[config.mk]
export PLATFORM = sky130hd
export DESIGN_NAME = tube_ula_flat
export DESIGN_NICKNAME = d
export VERILOG_FILES = /design/src/rtl/tube_if.sv /design/src/rtl/tube_ula.sv /design/src/flat_wrapper.sv
export SDC_FILE = /design/constraint.sdc
export NUM_CORES = 1
export LEC_CHECK = 0
export ABC_AREA = 1
export BUFFER_PORTS_ARGS = -buffer_cell sky130_fd_sc_hd__buf_2
export CAP_MARGIN = 30
export CORE_ASPECT_RATIO = 1.5
export CORE_MARGIN = 1
export CORE_UTILIZATION = 45
export CTS_CLUSTER_SIZE = 40
export DETAILED_ROUTE_END_ITERATION = 7
export PLACE_DENSITY = 0.65
export SYNTH_ARGS = -nofsm -noshare
export SYNTH_HDL_FRONTEND = slang
export SYNTH_SLANG_ARGS = --single-unit
[constraint.sdc]
create_clock -name HO2 -period 2.95 [get_ports HO2]
set_input_delay 0.295 -clock HO2 [delete_from_list [all_inputs] [get_ports HO2]]
set_output_delay 0.295 -clock HO2 [all_outputs]
set_load 0.02 [all_outputs]
[src/rtl/tube_if.sv]
// Tube host/parasite bus bundle.
// master = bus side (host CPU, parasite CPU, DMA), slave = ULA.
interface tube_if;
   logic HCS, HRW, HA2, HA1, HA0;
   logic HD7IN, HD6IN, HD5IN, HD4IN;
   logic HD3IN, HD2IN, HD1IN, HD0IN;
   logic HD7OUT, HD6OUT, HD5OUT, HD4OUT;
   logic HD3OUT, HD2OUT, HD1OUT, HD0OUT;
   logic HDOE, HIRQ;
   logic PCS, PNRDS, PNWDS, PA2, PA1, PA0;
   logic PD7IN, PD6IN, PD5IN, PD4IN;
   logic PD3IN, PD2IN, PD1IN, PD0IN;
   logic PD7OUT, PD6OUT, PD5OUT, PD4OUT;
   logic PD3OUT, PD2OUT, PD1OUT, PD0OUT;
   logic PDOE, PIRQ, PNMI, PRST, DRQ, DACK;

   modport master (
      output HCS, HRW, HA2, HA1, HA0,
      output HD7IN, HD6IN, HD5IN, HD4IN,
      output HD3IN, HD2IN, HD1IN, HD0IN,
      input  HD7OUT, HD6OUT, HD5OUT, HD4OUT,
      input  HD3OUT, HD2OUT, HD1OUT, HD0OUT,
      input  HDOE, HIRQ,
      output PCS, PNRDS, PNWDS, PA2, PA1, PA0,
      output PD7IN, PD6IN, PD5IN, PD4IN,
      output PD3IN, PD2IN, PD1IN, PD0IN,
      input  PD7OUT, PD6OUT, PD5OUT, PD4OUT,
      input  PD3OUT, PD2OUT, PD1OUT, PD0OUT,
      input  PDOE, PIRQ, PNMI, PRST, DRQ,
      output DACK
   );

   modport slave (
      input  HCS, HRW, HA2, HA1, HA0,
      input  HD7IN, HD6IN, HD5IN, HD4IN,
      input  HD3IN, HD2IN, HD1IN, HD0IN,
      output HD7OUT, HD6OUT, HD5OUT, HD4OUT,
      output HD3OUT, HD2OUT, HD1OUT, HD0OUT,
      output HDOE, HIRQ,
      input  PCS, PNRDS, PNWDS, PA2, PA1, PA0,
      input  PD7IN, PD6IN, PD5IN, PD4IN,
      input  PD3IN, PD2IN, PD1IN, PD0IN,
      output PD7OUT, PD6OUT, PD5OUT, PD4OUT,
      output PD3OUT, PD2OUT, PD1OUT, PD0OUT,
      output PDOE, PIRQ, PNMI, PRST, DRQ,
      input  DACK
   );
endinterface

[src/rtl/tube_ula.sv]
// Tube ULA: four mailbox pairs between a 6502 host and a parasite CPU.
// Mailbox index: 0..3 host->parasite R1..R4, 4..7 parasite->host R1..R4.
module tube_ula (
   input logic   HO2,
   input logic   HRST,
   tube_if.slave bus
);
   logic [7:0] hdin, pdin, hout, pout;
   logic [2:0] ha, pa;
   logic       psel, hwr, ctl, flush;

   assign hdin = ~{bus.HD7IN, bus.HD6IN, bus.HD5IN, bus.HD4IN,
                   bus.HD3IN, bus.HD2IN, bus.HD1IN, bus.HD0IN};
   assign pdin = {bus.PD7IN, bus.PD6IN, bus.PD5IN, bus.PD4IN,
                  bus.PD3IN, bus.PD2IN, bus.PD1IN, bus.PD0IN};
   assign ha   = {bus.HA2, bus.HA1, bus.HA0};
   assign psel = bus.PCS | bus.DACK;
   assign pa   = bus.DACK ? 3'd5 : {bus.PA2, bus.PA1, bus.PA0};

   // flags: 0 Q, 1 I, 2 J, 3 M, 4 V, 5 P
   logic [5:0] flg;
   logic [1:0] cnt [8];
   logic [7:0] hd [8];
   logic [7:0] tl [8];

   logic       hrdq, prdq, pwrq;
   logic [1:0] hraq, praq, pwaq;
   logic [7:0] pwd;

   logic [7:0] push, pop, dpush, dpop, av, nf;
   logic [1:0] cap [8];
   logic [1:0] lvl [8];

   assign hwr   = ~bus.HCS & ~bus.HRW;
   assign ctl   = hwr & (ha == 3'd0);
   assign flush = ctl & hdin[7] & hdin[6];

   always_comb begin
      push = '0;
      pop  = '0;
      for (int i = 0; i < 4; i++) begin
         push[i]   = hwr & ha[0] & (ha[2:1] == 2'(i));
         push[4+i] = pwrq & bus.PNWDS & (pwaq == 2'(i));
         pop[i]    = prdq & bus.PNRDS & (praq == 2'(i));
         pop[4+i]  = hrdq & bus.HCS & (hraq == 2'(i));
      end
      for (int i = 0; i < 8; i++) begin
         cap[i]   = ((i == 2 || i == 6) && flg[4]) ? 2'd2 : 2'd1;
         dpop[i]  = pop[i] & (cnt[i] != 2'd0);
         lvl[i]   = cnt[i] - {1'b0, dpop[i]};
         dpush[i] = push[i] & (lvl[i] < cap[i]);
         av[i]    = cnt[i] != 2'd0;
         nf[i]    = cnt[i] < cap[i];
      end
   end

   always_ff @(posedge HO2 or negedge HRST) begin
      if (!HRST) begin
         flg  <= '0;
         hrdq <= 1'b0;
         prdq <= 1'b0;
         pwrq <= 1'b0;
         hraq <= '0;
         praq <= '0;
         pwaq <= '0;
         pwd  <= '0;
         for (int i = 0; i < 8; i++) begin
            cnt[i] <= '0;
            hd[i]  <= '0;
            tl[i]  <= '0;
         end
      end else begin
         hrdq <= ~bus.HCS & bus.HRW & ha[0];
         hraq <= ha[2:1];
         prdq <= psel & ~bus.PNRDS & pa[0];
         praq <= pa[2:1];
         pwrq <= psel & ~bus.PNWDS & pa[0];
         pwaq <= pa[2:1];
         if (psel & ~bus.PNWDS)
            pwd <= pdin;
         if (ctl) begin
            if (hdin[7]) flg <= flg | hdin[5:0];
            else         flg <= flg & ~hdin[5:0];
         end
         for (int i = 0; i < 8; i++) begin
            if (dpop[i] && cnt[i] == 2'd2)
               hd[i] <= tl[i];
            if (dpush[i]) begin
               if (lvl[i] == 2'd0) hd[i] <= (i < 4) ? hdin : pwd;
               else                tl[i] <= (i < 4) ? hdin : pwd;
            end
            if (flush) cnt[i] <= '0;
            else       cnt[i] <= lvl[i] + {1'b0, dpush[i]};
         end
      end
   end

   always_comb begin
      hout = {av[{1'b1, ha[2:1]}], nf[{1'b0, ha[2:1]}],
              (ha == 3'd0) ? flg : 6'd0};
      if (ha[0]) hout = hd[{1'b1, ha[2:1]}];
      pout = {av[{1'b0, pa[2:1]}], nf[{1'b1, pa[2:1]}],
              (pa == 3'd0) ? flg : 6'd0};
      if (pa[0]) pout = hd[{1'b0, pa[2:1]}];
   end

   assign {bus.HD7OUT, bus.HD6OUT, bus.HD5OUT, bus.HD4OUT,
           bus.HD3OUT, bus.HD2OUT, bus.HD1OUT, bus.HD0OUT} = hout;
   assign {bus.PD7OUT, bus.PD6OUT, bus.PD5OUT, bus.PD4OUT,
           bus.PD3OUT, bus.PD2OUT, bus.PD1OUT, bus.PD0OUT} = pout;

   assign bus.HDOE = ~bus.HCS & bus.HRW;
   assign bus.PDOE = psel & ~bus.PNRDS;
   assign bus.HIRQ = ~(flg[0] & av[7]);
   assign bus.PIRQ = ~((flg[1] & av[0]) | (flg[2] & av[3]));
   assign bus.PNMI = ~(flg[3] & (av[2] | nf[6]));
   assign bus.PRST = HRST & ~flg[5];
   assign bus.DRQ  = flg[3] & flg[4] & (cnt[2] == 2'd2) & ~bus.DACK;
endmodule

[src/flat_wrapper.sv]
// flat-port wrapper written by rule: the top's interface ports become plain ports
module tube_ula_flat 
  (HO2, HRST, bus_HCS, bus_HRW, bus_HA2, bus_HA1, bus_HA0, bus_HD7IN, bus_HD6IN, bus_HD5IN, bus_HD4IN, bus_HD3IN, bus_HD2IN, bus_HD1IN, bus_HD0IN, bus_HD7OUT, bus_HD6OUT, bus_HD5OUT, bus_HD4OUT, bus_HD3OUT, bus_HD2OUT, bus_HD1OUT, bus_HD0OUT, bus_HDOE, bus_HIRQ, bus_PCS, bus_PNRDS, bus_PNWDS, bus_PA2, bus_PA1, bus_PA0, bus_PD7IN, bus_PD6IN, bus_PD5IN, bus_PD4IN, bus_PD3IN, bus_PD2IN, bus_PD1IN, bus_PD0IN, bus_PD7OUT, bus_PD6OUT, bus_PD5OUT, bus_PD4OUT, bus_PD3OUT, bus_PD2OUT, bus_PD1OUT, bus_PD0OUT, bus_PDOE, bus_PIRQ, bus_PNMI, bus_PRST, bus_DRQ, bus_DACK);
  tube_if bus_i ();
  input logic HO2;
  input logic HRST;
  input wire logic [$bits(bus_i.HCS)-1:0] bus_HCS;
  input wire logic [$bits(bus_i.HRW)-1:0] bus_HRW;
  input wire logic [$bits(bus_i.HA2)-1:0] bus_HA2;
  input wire logic [$bits(bus_i.HA1)-1:0] bus_HA1;
  input wire logic [$bits(bus_i.HA0)-1:0] bus_HA0;
  input wire logic [$bits(bus_i.HD7IN)-1:0] bus_HD7IN;
  input wire logic [$bits(bus_i.HD6IN)-1:0] bus_HD6IN;
  input wire logic [$bits(bus_i.HD5IN)-1:0] bus_HD5IN;
  input wire logic [$bits(bus_i.HD4IN)-1:0] bus_HD4IN;
  input wire logic [$bits(bus_i.HD3IN)-1:0] bus_HD3IN;
  input wire logic [$bits(bus_i.HD2IN)-1:0] bus_HD2IN;
  input wire logic [$bits(bus_i.HD1IN)-1:0] bus_HD1IN;
  input wire logic [$bits(bus_i.HD0IN)-1:0] bus_HD0IN;
  output wire logic [$bits(bus_i.HD7OUT)-1:0] bus_HD7OUT;
  output wire logic [$bits(bus_i.HD6OUT)-1:0] bus_HD6OUT;
  output wire logic [$bits(bus_i.HD5OUT)-1:0] bus_HD5OUT;
  output wire logic [$bits(bus_i.HD4OUT)-1:0] bus_HD4OUT;
  output wire logic [$bits(bus_i.HD3OUT)-1:0] bus_HD3OUT;
  output wire logic [$bits(bus_i.HD2OUT)-1:0] bus_HD2OUT;
  output wire logic [$bits(bus_i.HD1OUT)-1:0] bus_HD1OUT;
  output wire logic [$bits(bus_i.HD0OUT)-1:0] bus_HD0OUT;
  output wire logic [$bits(bus_i.HDOE)-1:0] bus_HDOE;
  output wire logic [$bits(bus_i.HIRQ)-1:0] bus_HIRQ;
  input wire logic [$bits(bus_i.PCS)-1:0] bus_PCS;
  input wire logic [$bits(bus_i.PNRDS)-1:0] bus_PNRDS;
  input wire logic [$bits(bus_i.PNWDS)-1:0] bus_PNWDS;
  input wire logic [$bits(bus_i.PA2)-1:0] bus_PA2;
  input wire logic [$bits(bus_i.PA1)-1:0] bus_PA1;
  input wire logic [$bits(bus_i.PA0)-1:0] bus_PA0;
  input wire logic [$bits(bus_i.PD7IN)-1:0] bus_PD7IN;
  input wire logic [$bits(bus_i.PD6IN)-1:0] bus_PD6IN;
  input wire logic [$bits(bus_i.PD5IN)-1:0] bus_PD5IN;
  input wire logic [$bits(bus_i.PD4IN)-1:0] bus_PD4IN;
  input wire logic [$bits(bus_i.PD3IN)-1:0] bus_PD3IN;
  input wire logic [$bits(bus_i.PD2IN)-1:0] bus_PD2IN;
  input wire logic [$bits(bus_i.PD1IN)-1:0] bus_PD1IN;
  input wire logic [$bits(bus_i.PD0IN)-1:0] bus_PD0IN;
  output wire logic [$bits(bus_i.PD7OUT)-1:0] bus_PD7OUT;
  output wire logic [$bits(bus_i.PD6OUT)-1:0] bus_PD6OUT;
  output wire logic [$bits(bus_i.PD5OUT)-1:0] bus_PD5OUT;
  output wire logic [$bits(bus_i.PD4OUT)-1:0] bus_PD4OUT;
  output wire logic [$bits(bus_i.PD3OUT)-1:0] bus_PD3OUT;
  output wire logic [$bits(bus_i.PD2OUT)-1:0] bus_PD2OUT;
  output wire logic [$bits(bus_i.PD1OUT)-1:0] bus_PD1OUT;
  output wire logic [$bits(bus_i.PD0OUT)-1:0] bus_PD0OUT;
  output wire logic [$bits(bus_i.PDOE)-1:0] bus_PDOE;
  output wire logic [$bits(bus_i.PIRQ)-1:0] bus_PIRQ;
  output wire logic [$bits(bus_i.PNMI)-1:0] bus_PNMI;
  output wire logic [$bits(bus_i.PRST)-1:0] bus_PRST;
  output wire logic [$bits(bus_i.DRQ)-1:0] bus_DRQ;
  input wire logic [$bits(bus_i.DACK)-1:0] bus_DACK;
  assign bus_i.HCS = bus_HCS;
  assign bus_i.HRW = bus_HRW;
  assign bus_i.HA2 = bus_HA2;
  assign bus_i.HA1 = bus_HA1;
  assign bus_i.HA0 = bus_HA0;
  assign bus_i.HD7IN = bus_HD7IN;
  assign bus_i.HD6IN = bus_HD6IN;
  assign bus_i.HD5IN = bus_HD5IN;
  assign bus_i.HD4IN = bus_HD4IN;
  assign bus_i.HD3IN = bus_HD3IN;
  assign bus_i.HD2IN = bus_HD2IN;
  assign bus_i.HD1IN = bus_HD1IN;
  assign bus_i.HD0IN = bus_HD0IN;
  assign bus_HD7OUT = bus_i.HD7OUT;
  assign bus_HD6OUT = bus_i.HD6OUT;
  assign bus_HD5OUT = bus_i.HD5OUT;
  assign bus_HD4OUT = bus_i.HD4OUT;
  assign bus_HD3OUT = bus_i.HD3OUT;
  assign bus_HD2OUT = bus_i.HD2OUT;
  assign bus_HD1OUT = bus_i.HD1OUT;
  assign bus_HD0OUT = bus_i.HD0OUT;
  assign bus_HDOE = bus_i.HDOE;
  assign bus_HIRQ = bus_i.HIRQ;
  assign bus_i.PCS = bus_PCS;
  assign bus_i.PNRDS = bus_PNRDS;
  assign bus_i.PNWDS = bus_PNWDS;
  assign bus_i.PA2 = bus_PA2;
  assign bus_i.PA1 = bus_PA1;
  assign bus_i.PA0 = bus_PA0;
  assign bus_i.PD7IN = bus_PD7IN;
  assign bus_i.PD6IN = bus_PD6IN;
  assign bus_i.PD5IN = bus_PD5IN;
  assign bus_i.PD4IN = bus_PD4IN;
  assign bus_i.PD3IN = bus_PD3IN;
  assign bus_i.PD2IN = bus_PD2IN;
  assign bus_i.PD1IN = bus_PD1IN;
  assign bus_i.PD0IN = bus_PD0IN;
  assign bus_PD7OUT = bus_i.PD7OUT;
  assign bus_PD6OUT = bus_i.PD6OUT;
  assign bus_PD5OUT = bus_i.PD5OUT;
  assign bus_PD4OUT = bus_i.PD4OUT;
  assign bus_PD3OUT = bus_i.PD3OUT;
  assign bus_PD2OUT = bus_i.PD2OUT;
  assign bus_PD1OUT = bus_i.PD1OUT;
  assign bus_PD0OUT = bus_i.PD0OUT;
  assign bus_PDOE = bus_i.PDOE;
  assign bus_PIRQ = bus_i.PIRQ;
  assign bus_PNMI = bus_i.PNMI;
  assign bus_PRST = bus_i.PRST;
  assign bus_DRQ = bus_i.DRQ;
  assign bus_i.DACK = bus_DACK;
  tube_ula u_core (.HO2(HO2), .HRST(HRST), .bus(bus_i));
endmodule
-- Word-level counts from Yosys, hierarchy flattened
Cells that the tools add are included.
- flip-flop bits (word level): 165
- input bits: 30
- output and inout bits: 23
- word-level logic and storage cells: 256
- add/subtract/negate cells: 16
- magnitude comparators: 22
- equality and inequality tests: 17
- mux-type cells: 53
- bitwise operators: 80
- reductions and logical operators: 37
- operators by type and width (cell ; number):
    $mux W8 ; 30
    $and A1 B1 Y1 ; 54
    $bmux W8 S3 ; 2
    $eq A2 B2 Y1 const B ; 14
    $lt A2 B1 Y1 const B ; 12
    $logic_not A2 Y1 ; 11
    $mux W2 ; 9
    $mux W6 ; 3
    $not A1 Y1 ; 17
    $add A2 B1 Y2 ; 8
    $reduce_and A2 Y1 ; 8
    $reduce_bool A2 Y1 ; 8
    $sub A2 B1 Y2 ; 8
    $bmux W1 S2 ; 4
    $ge A4 B4 Y1 const B ; 2
    $logic_and A1 B1 Y1 ; 8
    $lt A2 B2 Y1 ; 4
    $lt A2 B4 Y1 const B ; 2
    $lt A3 B4 Y1 const B ; 2
    $not A8 Y8 ; 1
    $and A6 B6 Y6 ; 1
    $eq A2 B1 Y1 const B ; 3
    $logic_not A3 Y1 ; 2
    $not A6 Y6 ; 1
    other kinds (6) ; 11

-- Longest topological paths before layout
- word-level depth: 8
- depth in mapped cells: 16
- depth with buffers taken out: 15

-- Worst setup path after synthesis
No wires, ideal clock.
- path kind: register to register
- from: reg u_core.hraq[0]
- to: reg u_core.hd[11] (netlist bit)
- setup time: 0.117 ns
- arrival: 2.243 ns
- required time: 2.833 ns
- setup slack: 0.590 ns
- stages on the path, launching flop included: 17
- buffers on the path: 1
- period minus slack after synthesis: 2.360 ns
- cells stage by stage: dfrtp_1 inv_1 nand2_1 nor2_4 and2_1 ha_1 inv_1 nand2_1 nand2_1 ha_1 nand2_1 nand3_1 inv_1 nand2_1 buf_2 nor2_1 nor2_1
- longest elaborated chain between the ends: 7
- elaborated cells on any way between the ends: 11
- classes of those cells: 1 x add/sub; 1 x order compare; 1 x eq/ne; 3 x mux; 3 x bitwise; 2 x reduce/logical
- ends and longest elaborated chain (item ; RTL line ; RTL):
    from (decl) ; tube_ula.sv:27 ; logic [1:0] hraq, praq, pwaq;
    from (signal assigned) ; tube_ula.sv:74 ; hraq <= ha[2:1];
    $eq A2 B2 Y1 (*) ; tube_ula.sv:45 ; pop[4+i] = hrdq & bus.HCS & (hraq == 2'(i));
    $and A1 B1 Y1 (*) ; tube_ula.sv:45 ;
    $and A1 B1 Y1 (*) ; tube_ula.sv:49 ; dpop[i] = pop[i] & (cnt[i] != 2'd0);
    $sub A2 B1 Y2 / $logic_and A1 B1 Y1 (equally long branches) ; tube_ula.sv:50, tube_ula.sv:86 ;
    $lt A2 B2 Y1, or another cell as far along ; tube_ula.sv:51 ; dpush[i] = push[i] & (lvl[i] < cap[i]);
    $and A1 B1 Y1 / $mux W8 (equally long branches) ; tube_ula.sv:51, tube_ula.sv:89 ;
    $mux W8 (*) ; tube_ula.sv:88 ; if (dpush[i]) begin
    to (signal, indexed assignment) ; tube_ula.sv:87 ; hd[i] <= tl[i];
    to (signal, indexed assignment) ; tube_ula.sv:89 ; if (lvl[i] == 2'd0) hd[i] <= (i < 4) ? hdin : pwd;
    to (decl) ; tube_ula.sv:23 ; logic [7:0] hd [8];
Every way passes the cells marked *; elsewhere a longest branch is shown, timed or not.
A chain may end at the register's enable or synchronous reset.

-- Worst setup path in the final report
- from: reg u_core.hraq[0]
- to: reg u_core.hd[9] (netlist bit)
Same word-level chain as after synthesis.

==> results.json <==
{
  "status": "finished clean",
  "ys_types": 35,
  "hold_path.startpoint": "bus_PNRDS",
  "p_seq_share_pct": 42.6,
  "synth_cells": 1108,
  "period_needed_ps": 2670,
  "pin_count": 53,
  "grt_max_degree": 85,
  "path_cells": "inv_1, nand2_1, nor2_4, and2_1, ha_1, inv_1, nand2_1, nand2_1, ha_1, nand2_1, nand3_1, inv_1, nand2_1, nand2_1, o21ai_1",
  "ant_nets": 0,
  "vias": 6816,
  "avgSynthCellArea_um2": 7.60,
  "wirelength_um": 21000,
  "p_per_area_nw_per_um2": 821,
  "critPathSlowestCell": "dfrtp_1",
  "synth_fp_nets": 1158,
  "layout-drive-gt1-share_pct": 11.4,
  "cts_buffers": 17,
  "r2r_slack_ps": 280,
  "crit_buf_inv": 3,
  "dr.first_iter.drc_count": 500,
  "antenna_found_initial": 1,
  "arrival_ps": 2980,
  "hp-class": "primary input to register",
  "clk_path_buf_depth": 2,
  "area_growth_pct": 12.1,
  "core_area_um2": 18100,
  "slew_headroom_pct": 59.7,
  "fin_nets": 1175,
  "critPathTopFamily": "simple AND/OR/NAND/NOR gates",
  "end_kind": "register",
  "use_met3_pct": 5.00,
  "path_max_fanout": 13,
  "track_usage_pct": 23.4,
  "cts.clk_slew.worst_paths_ps": 60,
  "irDropWorstVdd_uv": 402,
  "fp.dieH_um": 170,
  "tns_ps": 0,
  "path_class": "register to register",
  "grt_setup_unrepaired": "true",
  "cp.required_ps": 3260,
  "swShare_pct": 35.3,
  "use_met1_pct": 27.1,
  "first_pass_iters": 4,
  "max-cap-violations": 0,
  "finalCritPeriodShare_pct": 90.7,
  "drc": 0,
  "yosysSeqAreaShare_pct": 49.1,
  "p_int_mw": 5.01,
  "place_congestion": 0.851,
  "grt_pass1_vias": 6595,
  "critPathLaunchType": "register",
  "max_freq_mhz": 374,
  "min_delay_path_depth": 2,
  "fin_area_um2": 9430,
  "p_clk_share_pct": 30.0,
  "viasPerCell": 4.92,
  "dpl.hpwl_um": 15700,
  "holdPathEnd": "u_core.prdq$_DFF_PN0_",
  "diodes": 0,
  "met2_usage_pct": 39.8,
  "worstMarginPinSlew_ps": 602,
  "numPortBuffers": 52,
  "slew_violations": 0,
  "gr-max-usage-layer": "met2",
  "cts-htree-levels": 4,
  "tritoncts": "yes",
  "dieWidth_um": 114,
  "p_leak_nw": 5.04,
  "avgRoutedWirePerCell_um": 15.1,
  "yosysWarningCount": 0,
  "grt_pass1_wl_um": 33800,
  "synth_edf_count": 0,
  "r2r_end": "u_core.hd[9]$_DFF_PN0_",
  "r2r-start": "u_core.hraq[0]$_DFF_PN0_",
  "setup_viol": 0,
  "clock_latency_ps": 430,
  "cp_slowest_stage_delay_ps": 400,
  "power.switching_mw": 2.73,
  "dieArea_um2": 19300,
  "rows": 60,
  "ff2ff_path_depth": 15,
  "p_comb_share_pct": 27.5,
  "cts_root_buf": "clkbuf_16",
  "initial_core_util_pct": 46.5,
  "postCtsSetupRepairBufs": 0,
  "synthFlopType": "dfrtp_1",
  "hold_viol": 0,
  "ys_ff_latch": 165,
  "syn_area_um2": 8420,
  "cts.sinks": 165,
  "place_area_um2": 8810,
  "cp_common_cell": "nand2_1",
  "synthArstFlopShare_pct": 100,
  "clock_skew_ps": 11.4,
  "grt_remaining_overflow": 0
}
==> cell type report <==
cell class | instances | area (µm²)
sequential | 165 | 4130
tap | 248 | 310
fill | 1749 | 8660
inverter | 159 | 597
multi-input combinational | 717 | 3400
timing repair buffer | 65 | 379
clock inverter | 13 | 170
clock buffer | 19 | 443
==> cells in the final DEF (no fill, tap or decap), types with 2 or more instances in the layout <==
| cell type | n |
|---|---|
| nand4_1 | 25 |
| clkinv_1 | 7 |
| a21oi_1 | 11 |
| nor3_1 | 6 |
| nor2_4 | 2 |
| bufinv_16 | 3 |
| o21ai_1 | 7 |
| nand2_1 | 386 |
| nor2_1 | 74 |
| dfrtp_1 | 165 |
| buf_4 | 11 |
| xor2_1 | 3 |
| and2_1 | 2 |
| buf_2 | 51 |
| nor2_8 | 3 |
| xnor2_1 | 8 |
| nand3_2 | 3 |
| o21ai_0 | 60 |
| clkinv_4 | 2 |
| nand2_2 | 2 |
| inv_6 | 4 |
| nand2_4 | 2 |
| clkinvlp_4 | 3 |
| nor4_1 | 3 |
| o22ai_1 | 6 |
| clkbuf_16 | 17 |
| inv_2 | 3 |
| nand3_1 | 66 |
| nor2_2 | 16 |
| o211ai_1 | 6 |
| ha_1 | 20 |
| inv_1 | 149 |
| or2_2 | 2 |
==> metal layers <==
layer	part of all wire, %	vias to the layer above
met5	0	-
met4	5.1	0
li1	-	3446
met3	4.8	66
met1	40	3103
met2	50	201
==> power by group through the flow <==
stage	combinational [mW]	clock [mW]	sequential, mW
after floorplan	1.63	0	3.15
after global placement	2.09	0	3.32
after detailed placement	2.14	0	3.34
final	2.13	2.32	3.30
after global routing	2.49	2.45	3.36
after CTS	2.15	2.36	3.30
==> worst reg2reg max path: stages, from the launching register on <==
cell and delay (ps):
dfrtp_1 400, inv_1 180, nand2_1 130, nor2_4 220, and2_1 170, ha_1 160, inv_1 40, nand2_1 60
nand2_1 80, ha_1 300, nand2_1 70, nand3_1 80, inv_1 160, nand2_1 290, nand2_1 150, o21ai_1 70
==> Yosys cell counts, types with 6 or more instances <==
| cell type | n | area [µm²] |
|---|---|---|
| xnor2_1 | 8 | 70.1 |
| o21ai_0 | 60 | 300 |
| inv_1 | 149 | 559 |
| nor2_2 | 16 | 100 |
| nand2_1 | 386 | 1450 |
| clkbuf_1 | 54 | 203 |
| nand3_1 | 66 | 330 |
| o211ai_1 | 6 | 45.0 |
| dfrtp_1 | 165 | 4130 |
| o22ai_1 | 6 | 37.5 |
| buf_2 | 10 | 50.1 |
| nand4_1 | 25 | 156 |
| o21ai_1 | 7 | 35.0 |
| nor2_1 | 74 | 278 |
| a21oi_1 | 11 | 55.1 |
| clkinv_1 | 7 | 26.3 |
| ha_1 | 20 | 250 |
| nor3_1 | 6 | 30.0 |
==> what timing repair did <==
item | CTS | global route
endpoints found under the setup margin | 0 | 9
endpoints found under the hold margin | 41 | 0
hold buffers | 1 | 0
gates resized for setup | 0 | 0
==> worst max path at each step <==
stage                             start                        to  cells past startpoint
3_5_place_dp    u_core.cnt[0]$_DFF_PN0_   u_core.cnt[1]$_DFF_PN0_                     10
6_report       u_core.hraq[0]$_DFF_PN0_    u_core.hd[9]$_DFF_PN0_                     15
2_1_floorplan  u_core.hraq[0]$_DFF_PN0_   u_core.hd[11]$_DFF_PN0_                     16
3_3_place_gp    u_core.cnt[0]$_DFF_PN0_   u_core.cnt[1]$_DFF_PN0_                     10
5_1_grt        u_core.hraq[0]$_DFF_PN0_  u_core.tl[9]$_DFFE_PN0P_                     15
4_1_cts         u_core.cnt[0]$_DFF_PN0_   u_core.cnt[1]$_DFF_PN0_                     10
==> sequential cells by signal (all words and copies together) (netlist names), named ones only <==
signal	cells
u_core.praq	2
u_core.cnt	16
u_core.hd	64
u_core.hrdq	1
u_core.tl	64
u_core.pwrq	1
u_core.pwd	8
u_core.hraq	2
u_core.prdq	1
==> cell families (layout without fill, tap and decap cells) <==
kind of cell / count (synthesis) / in the layout / share of synthesized area [%]
simple gates: 595 / 595 / 30.6
buf+inv: 226 / 256 / 10.5
flops: 165 / 165 / 49.1
compound gates: 91 / 91 / 5.71
fa+ha+maj: 20 / 20 / 2.97
xor+xnor: 11 / 11 / 1.14
==> stage by stage <==
| step | std cells | power (mW) | setup slack, ps | hold slack [ps] | utilization (%) |
|---|---|---|---|---|---|
| final | 1386 | 7.74 | 275 | 44.0 | 52.1 |
| after floorplan | 1108 | 4.78 | 590 | -0.591 | - |
| after global placement | 1353 | 5.41 | 291 | 254 | 48.7 |
| after global routing | 1386 | 8.29 | -43.6 | 41.0 | 52.1 |
| after CTS | 1386 | 7.81 | 262 | 35.6 | 52.1 |
| after detailed placement | 1353 | 5.47 | 274 | 244 | 48.7 |
No activity file was read; power rests on OpenSTA's default activity.
